--- src/rtl/mem_arbiter.sv ---
// rtl/mem_arbiter.sv - two-port round-robin arbiter onto a single-cycle memory port
// Port 0 is a read-only fetch port, port 1 a read/write data port; one access per three cycles.
module mem_arbiter #(
   parameter int ADDRSIZE = 64,
   parameter int WORDSIZE = 64
) (
   input  logic                clk,
   input  logic                rst,
   input  logic                if_req,
   input  logic [ADDRSIZE-1:0] if_addr,
   output logic                if_ack,
   output logic [WORDSIZE-1:0] if_rdata,
   input  logic                dm_req,
   input  logic                dm_we,
   input  logic [ADDRSIZE-1:0] dm_addr,
   input  logic [WORDSIZE-1:0] dm_wdata,
   output logic                dm_ack,
   output logic [WORDSIZE-1:0] dm_rdata,
   output logic                mem_wren,
   output logic                mem_rden,
   output logic [ADDRSIZE-1:0] mem_addr,
   output logic [WORDSIZE-1:0] mem_d,
   input  logic [WORDSIZE-1:0] mem_q,
   output logic                busy
);

   typedef enum logic [1:0] {IDLE, ACCESS, RESP} state_t;

   state_t              state_q, state_d;
   logic                last_q, last_d;
   logic                gnt_q, gnt_d;
   logic                if_ack_q, if_ack_d;
   logic                dm_ack_q, dm_ack_d;
   logic [WORDSIZE-1:0] if_rdata_q, if_rdata_d;
   logic [WORDSIZE-1:0] dm_rdata_q, dm_rdata_d;
   logic                mem_wren_q, mem_wren_d;
   logic                mem_rden_q, mem_rden_d;
   logic [ADDRSIZE-1:0] mem_addr_q, mem_addr_d;
   logic [WORDSIZE-1:0] mem_d_q, mem_d_d;
   logic                busy_q, busy_d;
   logic                win;
   logic                win_wr;

   // win = 1 selects port 1; on a tie the port that did not win last time goes
   assign win    = (if_req && dm_req) ? ~last_q : dm_req;
   assign win_wr = win & dm_we;

   always_comb begin
      state_d    = state_q;
      last_d     = last_q;
      gnt_d      = gnt_q;
      if_rdata_d = if_rdata_q;
      dm_rdata_d = dm_rdata_q;
      if_ack_d   = 1'b0;
      dm_ack_d   = 1'b0;
      mem_wren_d = 1'b0;
      mem_rden_d = 1'b0;
      mem_addr_d = '0;
      mem_d_d    = '0;
      busy_d     = 1'b0;
      case (state_q)
         IDLE: begin
            if (if_req || dm_req) begin
               gnt_d      = win;
               last_d     = win;
               mem_wren_d = win_wr;
               mem_rden_d = ~win_wr;
               mem_addr_d = win ? dm_addr : if_addr;
               mem_d_d    = win_wr ? dm_wdata : '0;
               busy_d     = 1'b1;
               state_d    = ACCESS;
            end
         end
         ACCESS: begin
            // mem_wren_q doubles as the latched direction of the current access
            if (!mem_wren_q) begin
               if (gnt_q) dm_rdata_d = mem_q;
               else       if_rdata_d = mem_q;
            end
            if_ack_d = ~gnt_q;
            dm_ack_d = gnt_q;
            busy_d   = 1'b1;
            state_d  = RESP;
         end
         RESP: begin
            state_d = IDLE;
         end
         default: begin
            state_d = IDLE;
         end
      endcase
   end

   always_ff @(posedge clk or negedge rst) begin
      if (!rst) begin
         state_q    <= IDLE;
         last_q     <= 1'b1;
         gnt_q      <= 1'b0;
         if_ack_q   <= 1'b0;
         dm_ack_q   <= 1'b0;
         if_rdata_q <= '0;
         dm_rdata_q <= '0;
         mem_wren_q <= 1'b0;
         mem_rden_q <= 1'b0;
         mem_addr_q <= '0;
         mem_d_q    <= '0;
         busy_q     <= 1'b0;
      end else begin
         state_q    <= state_d;
         last_q     <= last_d;
         gnt_q      <= gnt_d;
         if_ack_q   <= if_ack_d;
         dm_ack_q   <= dm_ack_d;
         if_rdata_q <= if_rdata_d;
         dm_rdata_q <= dm_rdata_d;
         mem_wren_q <= mem_wren_d;
         mem_rden_q <= mem_rden_d;
         mem_addr_q <= mem_addr_d;
         mem_d_q    <= mem_d_d;
         busy_q     <= busy_d;
      end
   end

   assign if_ack   = if_ack_q;
   assign dm_ack   = dm_ack_q;
   assign if_rdata = if_rdata_q;
   assign dm_rdata = dm_rdata_q;
   assign mem_wren = mem_wren_q;
   assign mem_rden = mem_rden_q;
   assign mem_addr = mem_addr_q;
   assign mem_d    = mem_d_q;
   assign busy     = busy_q;

endmodule

--- config.mk ---
export PLATFORM = sky130hd
export DESIGN_NAME = mem_arbiter
export DESIGN_NICKNAME = d
export VERILOG_FILES = /design/src/rtl/mem_arbiter.sv
export SDC_FILE = /design/constraint.sdc
export NUM_CORES = 1
export LEC_CHECK = 0
export ABC_AREA = 1
export CORE_AREA = 2 2 205 207
export CTS_BUF_LIST = sky130_fd_sc_hd__clkbuf_4 sky130_fd_sc_hd__clkbuf_8 sky130_fd_sc_hd__clkbuf_16
export CTS_CLUSTER_DIAMETER = 150
export DETAILED_ROUTE_END_ITERATION = 8
export DIE_AREA = 0 0 207 209
export DONT_BUFFER_PORTS = 1
export PLACE_DENSITY = 0.36
export SKIP_LAST_GASP = 1
export SYNTH_ARGS = -nofsm -noshare
export SYNTH_HDL_FRONTEND = slang
export SYNTH_SLANG_ARGS = --single-unit
--- constraint.sdc ---
create_clock -name clk -period 1.5 [get_ports clk]
set_input_delay 0.15 -clock clk [delete_from_list [all_inputs] [get_ports clk]]
set_output_delay 0.15 -clock clk [all_outputs]
set_load 0.05 [all_outputs]
==> results of run 1 <==
==> cell usage after synthesis <==
cell type / n
a21oi_1: 64
buf_1: 1
buf_2: 63
buf_4: 4
buf_6: 3
clkbuf_1: 19
dfrtp_1: 264
dfstp_2: 1
inv_1: 131
inv_2: 2
nand2_1: 328
nand2_2: 2
nand3_1: 194
nor2_1: 70
nor2_2: 2
nor2_4: 1
nor3_1: 64
o21ai_0: 1
==> logic make-up (layout without fill, tap and decap cells) <==
| kind of cell | after synthesis | in the layout | synth area share (%) |
|---|---|---|---|
| flops | 265 | 265 | 61.80 |
| compound gates | 65 | 65 | 3.031 |
| other cells | 0 | 1 | 0 |
| buf+inv | 223 | 486 | 8.883 |
| simple gates | 661 | 661 | 26.29 |
==> worst max-delay path by stage <==
stage	from	endpoint	slack [ns]	depth (start not counted)
6_report	mem_wren	mem_wren	0.08	1
3_3_place_gp	state_q[1]	dm_rdata[26]	0.1	5
2_1_floorplan	mem_wren	if_rdata[54]	0.11	5
4_1_cts	mem_wren	mem_wren	0.03	1
5_1_grt	last_q	mem_addr[45]	-0.001	5
3_5_place_dp	state_q[1]	dm_rdata[26]	0.1	5
==> area by class of cell <==
| cell class | count | share of cell area (%) |
|---|---|---|
| antenna | 1 | 0.01655 |
| clock buffer | 46 | 6.207 |
| clock inverter | 10 | 0.7366 |
| inverter | 133 | 3.302 |
| multi-input combinational | 726 | 21.03 |
| sequential | 265 | 43.87 |
| tap | 539 | 4.461 |
| timing repair buffer | 297 | 20.38 |
==> flip-flops by register name, summed over array words and instances (netlist names), 2 cells and up <==
signal / count
mem_d: 64
if_rdata: 64
dm_rdata: 64
state_q: 2
mem_addr: 64
==> per-stage QoR <==
| step | TNS (ns) | power, mW |
|---|---|---|
| after detailed placement | 0 | 28.33 |
| after global placement | 0 | 28.28 |
| after floorplan | 0 | 24.80 |
| after CTS | 0 | 36.67 |
| after global routing | -0.0009550 | 38.27 |
| final | 0 | 36.33 |
==> power by group through the flow <==
stage	sequential, mW	combinational (mW)	clock, mW
after global routing	19.6	10.4	8.26
after global placement	19.5	8.76	0
after detailed placement	19.5	8.85	0
final	19.3	9.38	7.66
after CTS	19.4	9.36	7.94
after floorplan	19.8	4.98	0
==> routing by layer <==
metal	global-route usage [%]	wire length (um)	vias up
met1	20.24	15170	4262
met4	5.690	1056	0
met3	5.395	3113	64
met5	0	0	-
li1	-	-	4271
met2	26.10	17530	374
==> repair_timing <==
item	in CTS	in global routing
resized for setup	0	1
buffers inserted	0	0
endpoints found under the setup margin	0	5
hold buffers	215	25
endpoints found under the hold margin	525	332
==> summary.txt, run 1 <==
Power and ir drop
  • Clock share of power: 21.1%
  • Power Density: 2403 mW/mm^2
  • Pint: 17.47 mW
  • Gate power share: 25.8%
  • Pleak: 7.725 nW
  • Sw frac: 51.90%
  • Seq pwr share: 53.1%
  • NetSw: 18.85 mW
  • Peak supply drop: 0.9997 mV

STA
  • Post-layout minimum cycle time: 1.418 ns
  • Slew HR: 58.26%
  • Worst-margin pin slew: 0.6196 ns
  • Final hold vios: 331
  • Final setup fails: 0
  • Max Fclk: 705.4 MHz
  • Setup ws final: 0.08244 ns
  • RSZ-0062 raised after global routing: yes
  • Final period util: 94.50%
  • Fin Hold WS: -0.7197 ns
  • Clock skew: 0.01496 ns
  • Slew Limit Fails: 0

Setup path
  • Crit path buf inv count: 1
  • Largest incremental delay on the critical path: 0.45 ns
  • Worst setup SP type: flop
  • WP data arrival: 1.27 ns
  • RR Startpoint: last_q
  • Crit-path slowest cell: dfrtp_1
  • Crit path cell chain: buf_4
  • Worst Path Required: 1.35 ns
  • CP Capture Type: output pin
  • Worst r2r path cells: 5
  • Worst r2r dst: mem_addr[49]
  • Crit path kind: reg2out
  • Top delay family on crit path: flip-flops
  • FF-to-FF setup slack: 0.08 ns
  • CP max FO: 3

Run status
  • Status: finished, violations left
  • Failing checks: hold timing

Global routing
  • Vias in the first global route: 9400
  • Largest net degree at the start of global routing: 266
  • Total GRT Usage: 16.17%
  • Overflow after GRT: 0
  • First-pass GRT wire length: 55950 um
  • Initial antenna violation count: 1

Logic synthesis
  • Cell area after synthesis: 0.01073 mm^2
  • Area contributors post-synth: dfrtp_1 (62%), nand2_1 (11%), nand3_1 (9.0%)
  • FF+latch count, synth: 265
  • Syn_nets: 1475
  • Yosys warns: 0
  • Seq/Total Area, Yosys: 61.80%
  • Distinct cells, synth: 18
  • Mapped Cells: 1214
  • Average cell area after synthesis: 8.841 um^2
  • Yosys top cell area share: 61.55%
  • Area leader, netlist: dfrtp_1

Drt
  • Iteration-0 DRC Markers: 565
  • Drc violations: 0
  • DRT Wirelength: 36870 um
  • Detailed Routing Iterations Pass 1: 7
  • Via Count: 8971
  • Avg Vias per Cell: 4.448
  • Wire per inst: 18.28 um
  • Post-route ant nets: 0

Die
  • Die width: 207 um
  • Die area: 0.04326 mm^2
  • Rows: 75
  • Core ar.: 0.04129 mm^2
  • I/O Pins: 522
  • Initial Util: 25.99%
  • Die Span Y: 209 um

Clock tree
  • H-tree depth: 1
  • CTS tree: built
  • Clock sink count: 265
  • Clock slew at reported path FFs: 0.06 ns
  • Worst skew pair latency: 0.56 ns
  • Clock tree buffer depth: 3
  • CTS root buf: clkbuf_16
  • Num CTS Buffers: 31

Layout
  • FF/Latch Area: 0.006633 mm^2
  • Final Util: 36.62%
  • Synth-to-Final Area Change: 40.86%
  • Layout cells sized above 1: 8.463%
  • Most frequent cells in the layout: nand2_1 (326), dfrtp_1 (264), dlygate4sd3_1 (240)
  • Finished Layout Cells: 2017
  • Area of the multi-input gates: 0.003179 mm^2
  • Commonest non-fill, non-tap cell in the layout: nand2_1
  • Fin area: 0.01512 mm^2
  • # fillers: 4197
  • Nets@finish: 1715

Hold path
  • Hold crit path type: in2async

Placed design
  • Placed instance area: 0.01163 mm^2
  • DP HPWL: 24320 um
  • Count of input and output buffers: 0
  • DP Worst Slack: 0.09872 ns
  • Gpl congestion: 0.7952
  • Placed insts: 1719

Run
  • Max_cap viols: 0
(Power assumes the default switching activity.)
==> inputs of run 2 (changes only) <==
--- a/config.mk
+++ b/config.mk
@@ -9,6 +9,7 @@
 export CORE_AREA = 2 2 205 207
 export CTS_BUF_LIST = sky130_fd_sc_hd__clkbuf_4 sky130_fd_sc_hd__clkbuf_8 sky130_fd_sc_hd__clkbuf_16
 export CTS_CLUSTER_DIAMETER = 150
+export CTS_CLUSTER_SIZE = 8
 export DETAILED_ROUTE_END_ITERATION = 8
 export DIE_AREA = 0 0 207 209
 export DONT_BUFFER_PORTS = 1
==> summary.txt, run 2 (synthesis gave the netlist of run 1 again) <==
Run status
  • Status: finished, violations left
  • Failing checks: hold timing

Run
  • Max_cap viols: 0

Die
  • I/O Pins: 522
  • Die width: 207 um
  • Rows: 75
  • Die area: 0.04326 mm^2
  • Initial Util: 25.99%
  • Die Span Y: 209 um
  • Core ar.: 0.04129 mm^2

Layout
  • Most frequent cells in the layout: nand2_1 (326), dfrtp_1 (264), dlygate4sd3_1 (240)
  • # diodes: 0
  • Nets@finish: 1723
  • Layout cells sized above 1: 8.152%
  • # fillers: 4198
  • Synth-to-Final Area Change: 41.44%
  • Commonest non-fill, non-tap cell in the layout: nand2_1

Drt
  • DR WL met2: 17920 um
  • Met1 Wirelength: 15100 um
  • Post-route ant nets: 0
  • Detailed Routing Iterations Pass 1: 5
  • Via Count: 9004
  • Iteration-0 DRC Markers: 672
  • Avg Vias per Cell: 4.477
  • Wire per inst: 18.52 um
  • Drc violations: 0
  • Metal3 WL: 3337 um
  • DRT Wirelength: 37250 um
  • Top routing layer in use: met4

Placed design
  • Gpl congestion: 0.7952
  • DP HPWL: 24320 um
  • Count of input and output buffers: 0

Setup path
  • CP Capture Type: flop
  • Worst setup SP type: flop
  • Crit path kind: reg2reg
  • Worst r2r path cells: 5
  • Worst r2r dst: mem_addr[49]
  • Worst Path Required: 1.91 ns
  • CP max FO: 44
  • RR Startpoint: last_q
  • WP data arrival: 1.86 ns
  • FF-to-FF setup slack: 0.06 ns

STA
  • Slew HR: 59.53%
  • Final setup fails: 0
  • Final period util: 96.03%
  • Max Fclk: 694.2 MHz
  • Fin Hold WS: -0.6813 ns
  • Final hold vios: 327
  • Slew Limit Fails: 0
  • Post-layout minimum cycle time: 1.440 ns
  • Worst-margin pin slew: 0.6007 ns
  • RSZ-0062 raised after global routing: no
  • Clock skew: 0.01321 ns
  • Setup tns final: 0 ns

Power and ir drop
  • Peak supply drop: 0.9963 mV
  • Pleak: 7.761 nW
  • Power Density: 2428 mW/mm^2

Hold path
  • Hold crit path type: in2async

Global routing
  • Total GRT Usage: 16.60%
  • Initial antenna violation count: 0
  • Overflow after GRT: 0
  • First-pass GRT wire length: 56700 um
  • Vias in the first global route: 9449
  • Largest net degree at the start of global routing: 266

Clock tree
  • Clock slew at reported path FFs: 0.05 ns
  • Worst skew pair latency: 0.53 ns
  • CTS tree: built
  • Clock sink count: 265
  • Post-CTS Setup Bufs: 0
  • Num CTS Buffers: 39
  • CTS root buf: clkbuf_16
  • H-tree depth: 2
  • Clock tree buffer depth: 3
## run 2: layer usage
layer | vias to the layer above | track usage [%]
met4 | 0 | 5.567
met3 | 52 | 6.598
met2 | 381 | 26.57
met1 | 4289 | 20.39
met5 | - | 0
li1 | 4282 | -
## run 2: area by class of cell
type,instances,area [um^2],area share (%)
flip-flops and latches,265,6633,43.69
multi-input cells,726,3179,20.94
repair buffers,297,3080,20.29
clock buffers,49,1086,7.154
well taps,539,674.4,4.442
inverters,133,499.2,3.289
clock inverters,2,28.78,0.1896
## run 2: how the worst max path moves through the flow
stage	start	to	slack, ns	cells past startpoint
finish	last_q	mem_addr[49]	0.06	5
global route	last_q	mem_addr[45]	0.003	5
CTS	mem_wren	mem_wren	0.05	1
detailed placement	state_q[1]	dm_rdata[26]	0.1	5
global placement	state_q[1]	dm_rdata[26]	0.1	5
floorplan	mem_wren	if_rdata[54]	0.11	5
## run 2: repair_timing
item,CTS,global route
endpoints found under the hold margin,525,331
resized for setup,0,1
hold buffers,214,26
setup endpoints to repair,0,5
## run 2: worst max-delay path, stage by stage (launching register included)
cell     delay [ns]
dfstp_2        0.55
nand2_4        0.09
buf_16         0.19
buf_12         0.20
a21oi_1        0.17
nor2_1         0.07
## run 2: power by group
group / total (mW) / switching, mW / internal, mW
sequential: 19.3 / 9.67 / 9.61
combinational: 9.37 / 6.14 / 3.23
clock: 8.20 / 3.17 / 5.03
total: 36.9 / 19.0 / 17.9
## run 2: through the flow
stage	instance area [um^2]	setup WS (ns)	utilization, %	total power, mW	instances
6_report	15180	0.05959	36.77	36.85	2011
5_1_grt	15180	0.003453	36.77	38.89	2011
3_5_place_dp	11630	0.09872	28.17	28.33	1719
2_1_floorplan	10730	0.1096	-	24.80	1214
4_1_cts	14890	0.05175	36.06	37.24	1984
3_3_place_gp	11630	0.09980	28.17	28.28	1719
